**src/rtl/image_capture_sequencer.sv**
```systemverilog
// Image capture sequencer: triggers the camera, waits for a clean frame
// boundary, windows the incoming pixel stream to the configured line/pixel
// count and forwards the pixel MSBs to the flash write buffer.
module image_capture_sequencer #(
  parameter int PIX_W          = 12,
  parameter int OUT_W          = 8,
  parameter int CNT_W          = 12,
  parameter int TRIG_CYCLES    = 16,
  parameter int TIMEOUT_CYCLES = 1000000
) (
  input  logic             clk,
  input  logic             reset,
  input  logic             capture_start,
  input  logic             capture_abort,
  input  logic [CNT_W-1:0] cfg_num_lines,
  input  logic [CNT_W-1:0] cfg_num_pixels,
  input  logic             camera_FV,
  input  logic             camera_LV,
  input  logic             pixel_valid,
  input  logic [PIX_W-1:0] pixel_in,
  output logic             camera_trigger,
  output logic [OUT_W-1:0] pix_out,
  output logic             pix_out_valid,
  input  logic             pix_out_ready,
  output logic             busy,
  output logic             done,
  output logic [1:0]       error_code,
  output logic [CNT_W-1:0] line_count
);

  // One counter times both the trigger pulse and the frame-start timeout,
  // so it must hold the larger of the two limits.
  localparam int TMO_MAX = (TIMEOUT_CYCLES > TRIG_CYCLES) ? TIMEOUT_CYCLES : TRIG_CYCLES;
  localparam int TMO_W   = $clog2(TMO_MAX + 1);

  typedef enum logic [2:0] {
    IDLE, TRIGGER, WAIT_FV_LOW, WAIT_FV_HIGH, WAIT_LV, LINE, DONE, ERR
  } state_t;

  state_t             state_q, state_d;
  logic [TMO_W-1:0]   tmo_q, tmo_d;
  logic [CNT_W-1:0]   pixCnt_q, pixCnt_d;
  logic [CNT_W-1:0]   lineCnt_q, lineCnt_d;
  logic [CNT_W-1:0]   linesCfg_q, linesCfg_d;
  logic [CNT_W-1:0]   pixelsCfg_q, pixelsCfg_d;
  logic [1:0]         err_q, err_d;
  logic [OUT_W-1:0]   pix_q;
  logic               pixVld_q;
  logic               pixAccept;
  logic               abortNow;
  logic               tmoHit;
  logic               unusedPixBits;

  // Only the pixel MSBs are forwarded; the reduction keeps the LSBs referenced.
  assign unusedPixBits = ^pixel_in;

  assign abortNow = capture_abort && (state_q != IDLE);
  assign tmoHit   = (tmo_q == TMO_W'(TIMEOUT_CYCLES - 1));

  assign camera_trigger = (state_q == TRIGGER);
  assign busy           = (state_q != IDLE);
  assign done           = (state_q == DONE) || (state_q == ERR);
  assign error_code     = err_q;
  assign line_count     = lineCnt_q;
  assign pix_out        = pix_q;
  assign pix_out_valid  = pixVld_q;

  // Sequencer state, counters, latched configuration and error code.
  always_ff @(posedge clk or posedge reset) begin
    if (reset) begin
      state_q     <= IDLE;
      tmo_q       <= '0;
      pixCnt_q    <= '0;
      lineCnt_q   <= '0;
      linesCfg_q  <= '0;
      pixelsCfg_q <= '0;
      err_q       <= '0;
    end else begin
      state_q     <= state_d;
      tmo_q       <= tmo_d;
      pixCnt_q    <= pixCnt_d;
      lineCnt_q   <= lineCnt_d;
      linesCfg_q  <= linesCfg_d;
      pixelsCfg_q <= pixelsCfg_d;
      err_q       <= err_d;
    end
  end

  // Next-state logic; abort overrides every other transition.
  always_comb begin
    state_d     = state_q;
    tmo_d       = tmo_q;
    pixCnt_d    = pixCnt_q;
    lineCnt_d   = lineCnt_q;
    linesCfg_d  = linesCfg_q;
    pixelsCfg_d = pixelsCfg_q;
    err_d       = err_q;
    pixAccept   = 1'b0;
    if (abortNow) begin
      state_d = IDLE;
    end else begin
      case (state_q)
        IDLE: begin
          if (capture_start) begin
            linesCfg_d  = cfg_num_lines;
            pixelsCfg_d = cfg_num_pixels;
            err_d       = 2'd0;
            lineCnt_d   = '0;
            tmo_d       = '0;
            if ((cfg_num_lines == '0) || (cfg_num_pixels == '0)) state_d = DONE;
            else                                                  state_d = TRIGGER;
          end
        end
        TRIGGER: begin
          tmo_d = tmo_q + TMO_W'(1);
          if (tmoHit) begin
            state_d = ERR;
            err_d   = 2'd1;
          end else if (tmo_q == TMO_W'(TRIG_CYCLES - 1)) begin
            state_d = WAIT_FV_LOW;
          end
        end
        WAIT_FV_LOW: begin
          tmo_d = tmo_q + TMO_W'(1);
          if (tmoHit) begin
            state_d = ERR;
            err_d   = 2'd1;
          end else if (!camera_FV) begin
            state_d = WAIT_FV_HIGH;
          end
        end
        WAIT_FV_HIGH: begin
          tmo_d = tmo_q + TMO_W'(1);
          if (tmoHit) begin
            state_d = ERR;
            err_d   = 2'd1;
          end else if (camera_FV) begin
            state_d = WAIT_LV;
          end
        end
        WAIT_LV: begin
          if (camera_LV) begin
            state_d  = LINE;
            pixCnt_d = '0;
          end else if (!camera_FV) begin
            state_d = ERR;
            err_d   = 2'd2;
          end
        end
        LINE: begin
          if (camera_LV) begin
            if (pixel_valid && (pixCnt_q < pixelsCfg_q)) begin
              if (pixVld_q && !pix_out_ready) begin
                state_d = ERR;
                err_d   = 2'd3;
              end else begin
                pixAccept = 1'b1;
                pixCnt_d  = pixCnt_q + CNT_W'(1);
              end
            end
          end else if (pixCnt_q < pixelsCfg_q) begin
            state_d = ERR;
            err_d   = 2'd2;
          end else begin
            lineCnt_d = lineCnt_q + CNT_W'(1);
            if ((lineCnt_q + CNT_W'(1)) == linesCfg_q) state_d = DONE;
            else                                       state_d = WAIT_LV;
          end
        end
        DONE, ERR: state_d = IDLE;
        default:   state_d = IDLE;
      endcase
    end
  end

  // Single-entry output buffer: a new pixel may load in the same cycle the
  // previous one is handed off, otherwise a handshake empties it.
  always_ff @(posedge clk or posedge reset) begin
    if (reset) begin
      pix_q    <= '0;
      pixVld_q <= 1'b0;
    end else if (abortNow) begin
      pixVld_q <= 1'b0;
    end else if (pixAccept) begin
      pix_q    <= pixel_in[PIX_W-1 -: OUT_W];
      pixVld_q <= 1'b1;
    end else if (pix_out_ready) begin
      pixVld_q <= 1'b0;
    end
  end

endmodule

```
**config.mk**
```make
export PLATFORM = sky130hd
export DESIGN_NAME = image_capture_sequencer
export DESIGN_NICKNAME = d
export VERILOG_FILES = /design/src/rtl/image_capture_sequencer.sv
export SDC_FILE = /design/constraint.sdc
export NUM_CORES = 1
export LEC_CHECK = 0
export ABC_AREA = 1
export BUFFER_PORTS_ARGS = -buffer_cell sky130_fd_sc_hd__buf_2
export CORE_ASPECT_RATIO = 1.25
export CORE_UTILIZATION = 45
export DETAILED_ROUTE_END_ITERATION = 6
export PLACE_DENSITY = 0.71
export SLEW_MARGIN = 0
export SYNTH_ARGS = -nofsm -noshare
export SYNTH_HDL_FRONTEND = slang
export SYNTH_SLANG_ARGS = --single-unit
```
**constraint.sdc**
```tcl
create_clock -name clk -period 4.1 [get_ports clk]
set_input_delay 1.23 -clock clk [delete_from_list [all_inputs] [get_ports clk]]
set_output_delay 1.23 -clock clk [all_outputs]
set_load 0.03 [all_outputs]
```
After elaboration in Yosys (flattened, before gate mapping)
Index checks and enable logic that the tools add are counted.

storage, ports and cells
  input port bits = 44
  flip-flop bits (word level) = 82

cells by class
  $add $sub $neg = 3
  equality and inequality tests = 30
  $lt $le $gt $ge = 1
  reductions and logical operators = 24
  bitwise gates (word level) = 1
  multiplexer cells = 45

operators with widths
  cell                                                               count
  12-bit two-way mux                                                 7
  12-bit one-hot mux with 2 select lines                             2
  3-bit two-way mux                                                  14
  20-bit one-hot mux with 2 select lines                             1
  12-bit by 1-bit adder with 12-bit output (second input constant)   2
  12-bit logical NOT                                                 2
  3-bit one-hot mux with 7 select lines                              1
  20-bit by 1-bit adder with 20-bit output (second input constant)   1
  20-bit == test (second input constant)                             1
  20-bit by 4-bit == test with 1-bit output (second input constant)  1
  2-bit two-way mux                                                  10
  20-bit two-way mux                                                 1
  4-bit != test (second input constant)                              5
  2-bit != test (second input constant)                              9
  12-bit == test                                                     1
  3-bit == test (second input constant)                              4
  12-bit less-than comparator                                        1
  3-bit != test (second input constant)                              4
  9-bit AND reduction                                                1
  1-bit two-way mux                                                  8
  2-bit one-hot mux with 4 select lines                              1
  7-bit AND reduction                                                1
  3-bit by 2-bit == test with 1-bit output (second input constant)   2
  3-bit AND reduction                                                2
  other kinds (16)                                                   22

Logic depth before layout (Yosys ltp)
  word-level depth = 9
  gate-level depth with buffers = 15
  gate-level depth less buffers = 15

Worst setup path after synthesis
No wires, ideal clock.

  path type = reg2out
  start point = register state_q[2]
  end point = output port camera_trigger
  data arrival time = 1.311 ns
  stages on the path, launching flop included = 3
  setup slack = 1.559 ns
  data required time = 2.870 ns
  cell sequence = dfrtp_1 > buf_4 > nor3_1

between the ends
  cells in the longest elaborated chain, start to end = 1

ends and longest elaborated chain
  item                                      RTL line  source
  start, declared                           40        state_t state_q, state_d;
  start signal, assigned                    79        state_q <= state_d;
  3-bit by 1-bit == test with 1-bit output  60        assign camera_trigger = (state_q == TRIGGER);
  end, declared                             21        output logic camera_trigger,

Every way passes these cells.

Final worst setup path
Ends and elaborated chain as after synthesis.

==> flow_metrics.tcl <==
set metrics [dict create \
    nets 786 \
    rr_startpoint "state_q[2]" \
    clk_transition_reported_paths_ns 0.06 \
    wire_per_inst_um 13.37 \
    hpwl_um 8739 \
    synth-xor-area-share_pct 2.111 \
    cts-buffers-inserted 9 \
    vias_per_cell 5.214 \
    hold_buffers 0 \
    syn_area_um2 4980 \
    die_x_um 96.09 \
    synth-async-reset-ratio_pct 100.0 \
    drc 0 \
    gr-total-overflow 0 \
    peakVddDrop_uv 286.5 \
    rsz0062_at_grt "no" \
    ys_ff_latch 82 \
    power.density_nw_per_um2 609.9 \
    grt_first_pass_wirelength_um 19310 \
    syn_inst 661 \
    synthMuxAreaShare_pct 0 \
    leakagePower_nw 2.917 \
    hold_viol_final 0 \
    avgSynthCellArea_um2 7.534 \
    relSlewSlack_pct 63.59 \
    grt_max_degree 35 \
    maxCapViolCount 0 \
    first_pass_iters 5 \
    layout_commonest_cell "nand2_1" \
    start_kind "flop" \
    antenna_found_initial 0 \
    drt_iter0_markers 220 \
    status "finished, final reports clean" \
    area_growth_pct 16.01 \
    skew_ns 0.008028 \
    cpPeakStageDelay_ns 0.55 \
    cts_tree "done" \
    diodes 0 \
    postCtsSetupBuffers 0 \
    row_count 42 \
    crit_required_ns 2.87 \
    cp_slowest_cell "dfrtp_1" \
    crit_path_cell_trace "nor3_1 > buf_2" \
    drive_gt1_share_pct 17.87 \
    crit_fanout 9 \
    track_usage_pct 21.65 \
    final_util_pct 54.15 \
    finalMaxSlewViolations 0 \
    register_area_um2 2052 \
    h-tree-depth 3 \
    most-common-layout-cells "nand2_1, inv_1, dfrtp_1" \
    critical_path_class "flop to primary output" \
    synth-main-ff-cell "dfrtp_1" \
    cts_buffer_depth 2 \
    yosysUniqueCellTypes 45 \
    cts-root-buf "clkbuf_16" \
    period_needed_ns 2.874 \
    fin_setup_tns_ns 0 \
    place_congestion 0.8911 \
    cts.sinks 82 \
    yosys.area_share.adder_pct 3.518 \
    cp_top_family "flip-flops" \
    routed-via-count 4510 \
    die_y_um 119.6 \
    cts.repair.resized 0 \
    finalCritPeriodShare_pct 70.11 \
    max_freq_mhz 347.9 \
    synth_top_family_by_area "simple AND/OR/NAND/NOR gates" \
    synth_compound_area_share_pct 11.16 \
    wl_um 11560 \
    worst_slew_pin_slew_ns 0.5428 \
    setup_viol_count_final 0 \
    clock_latency_ns 0.34 \
    core_area_um2 10670 \
    grt_pass1_vias 4309 \
    antenna_left 0 \
    io_buffer_count 65 \
    dieArea_um2 11490 \
    start_util_pct 46.68 \
    cp-startpoint "state_q[2]" \
    worst-path-buf-inv 1 \
    fillers 1016 \
    synth-simple-area-share_pct 32.86 \
    hold_path_startpoint "pix_out[3]" \
    synthesis.nets 719 \
    ys_seq_area_share_pct 41.21 \
    synth_edf_count 0 \
    r2r_slack_ns 1.55 \
    crit_arrival_ns 1.64 \
    yosys_warnings 0 \
    min_path_type "flop to flop" \
    multiInputGateArea_um2 2480 \
    crit_path_end_kind "primary output" \
    io_pins 70 \
]
-- cells in the mapped netlist, types with 6 or more instances --
| master | n | area share (%) |
|---|---|---|
| nand2_4 | 6 | 1.4 |
| nand2_1 | 178 | 13 |
| ha_1 | 14 | 3.5 |
| inv_1 | 89 | 6.7 |
| dfrtp_1 | 82 | 41 |
| nor3_1 | 14 | 1.4 |
| o21ai_1 | 6 | 0.60 |
| o21ai_0 | 53 | 5.3 |
| nor2_1 | 55 | 4.1 |
| inv_2 | 8 | 0.60 |
| xor2_1 | 12 | 2.1 |
| a21oi_1 | 19 | 1.9 |
| nand4_1 | 19 | 2.4 |
| nand3_1 | 46 | 4.6 |
-- path summary, 6_finish.rpt --
check,depth (start not counted),endpoint
hold reg to reg,2,pix_out[3]
max in group asynchronous,3,error_code[1]
hold / removal,2,pix_out[3]
setup / recovery,2,camera_trigger
setup reg to reg,8,line_count[9]
min in group asynchronous,2,pixelsCfg_q[2]
-- cells by family after synthesis --
group / after synthesis
fa+ha+maj: 14
xor+xnor: 12
simple gates: 346
buf+inv: 112
flops: 82
compound gates: 95
-- report_power, final --
group	switching (W)	total (W)	internal (W)
clock	0.000329	0.000931	0.000601
combinational	0.000907	0.00136	0.000452
sequential	0.000189	0.00123	0.00104
-- stage by stage --
step | power, W | worst slack (ns) | hold WS (ns) | std cells | cell area [um2]
floorplan | 0.002285 | 0.7616 | 0.4422 | 661 | 4980
global placement | 0.002548 | 1.554 | 0.4649 | 849 | 5428
detailed placement | 0.002612 | 1.538 | 0.4768 | 849 | 5428
CTS | 0.003555 | 1.236 | 0.4918 | 865 | 5777
global route | 0.003798 | 1.171 | 0.5284 | 865 | 5777
finish | 0.003523 | 1.226 | 0.4830 | 865 | 5777
-- worst reg2reg max path, stage by stage (launching register included) --
cell and delay, ns:
dfrtp_1 0.55, nand3_1 0.17, buf_4 0.22, clkinv_1 0.48, nand2_1 0.24, nand2_1 0.16
nor2_4 0.40, nand4_1 0.15, o21ai_0 0.10
-- routing by layer --
metal	up-vias	GRT usage, %	part of all wire [%]
li1	2276	-	-
met5	-	0	0
met1	2119	26.36	44
met4	0	8.489	2.3
met3	21	4.626	4.2
met2	94	36.66	49
-- state kept, by name, indices dropped and copies added (netlist names) --
signal and flops:
pixelsCfg_q 12, pix_out_valid 1, line_count 12, pixCnt_q 12, pix_out 8, tmo_q 20
state_q 3, error_code 2, linesCfg_q 12
-- area by class of cell --
class	count	share of cell area, %
Sequential cell	82	35.52
Multi-Input combinational cell	467	42.93
Clock buffer	13	4.852
Clock inverter	3	1.191
Timing Repair Buffer	69	6.151
Inverter	99	6.498
Tap cell	132	2.859
Note: power is estimated with default switching activity, not from simulation.
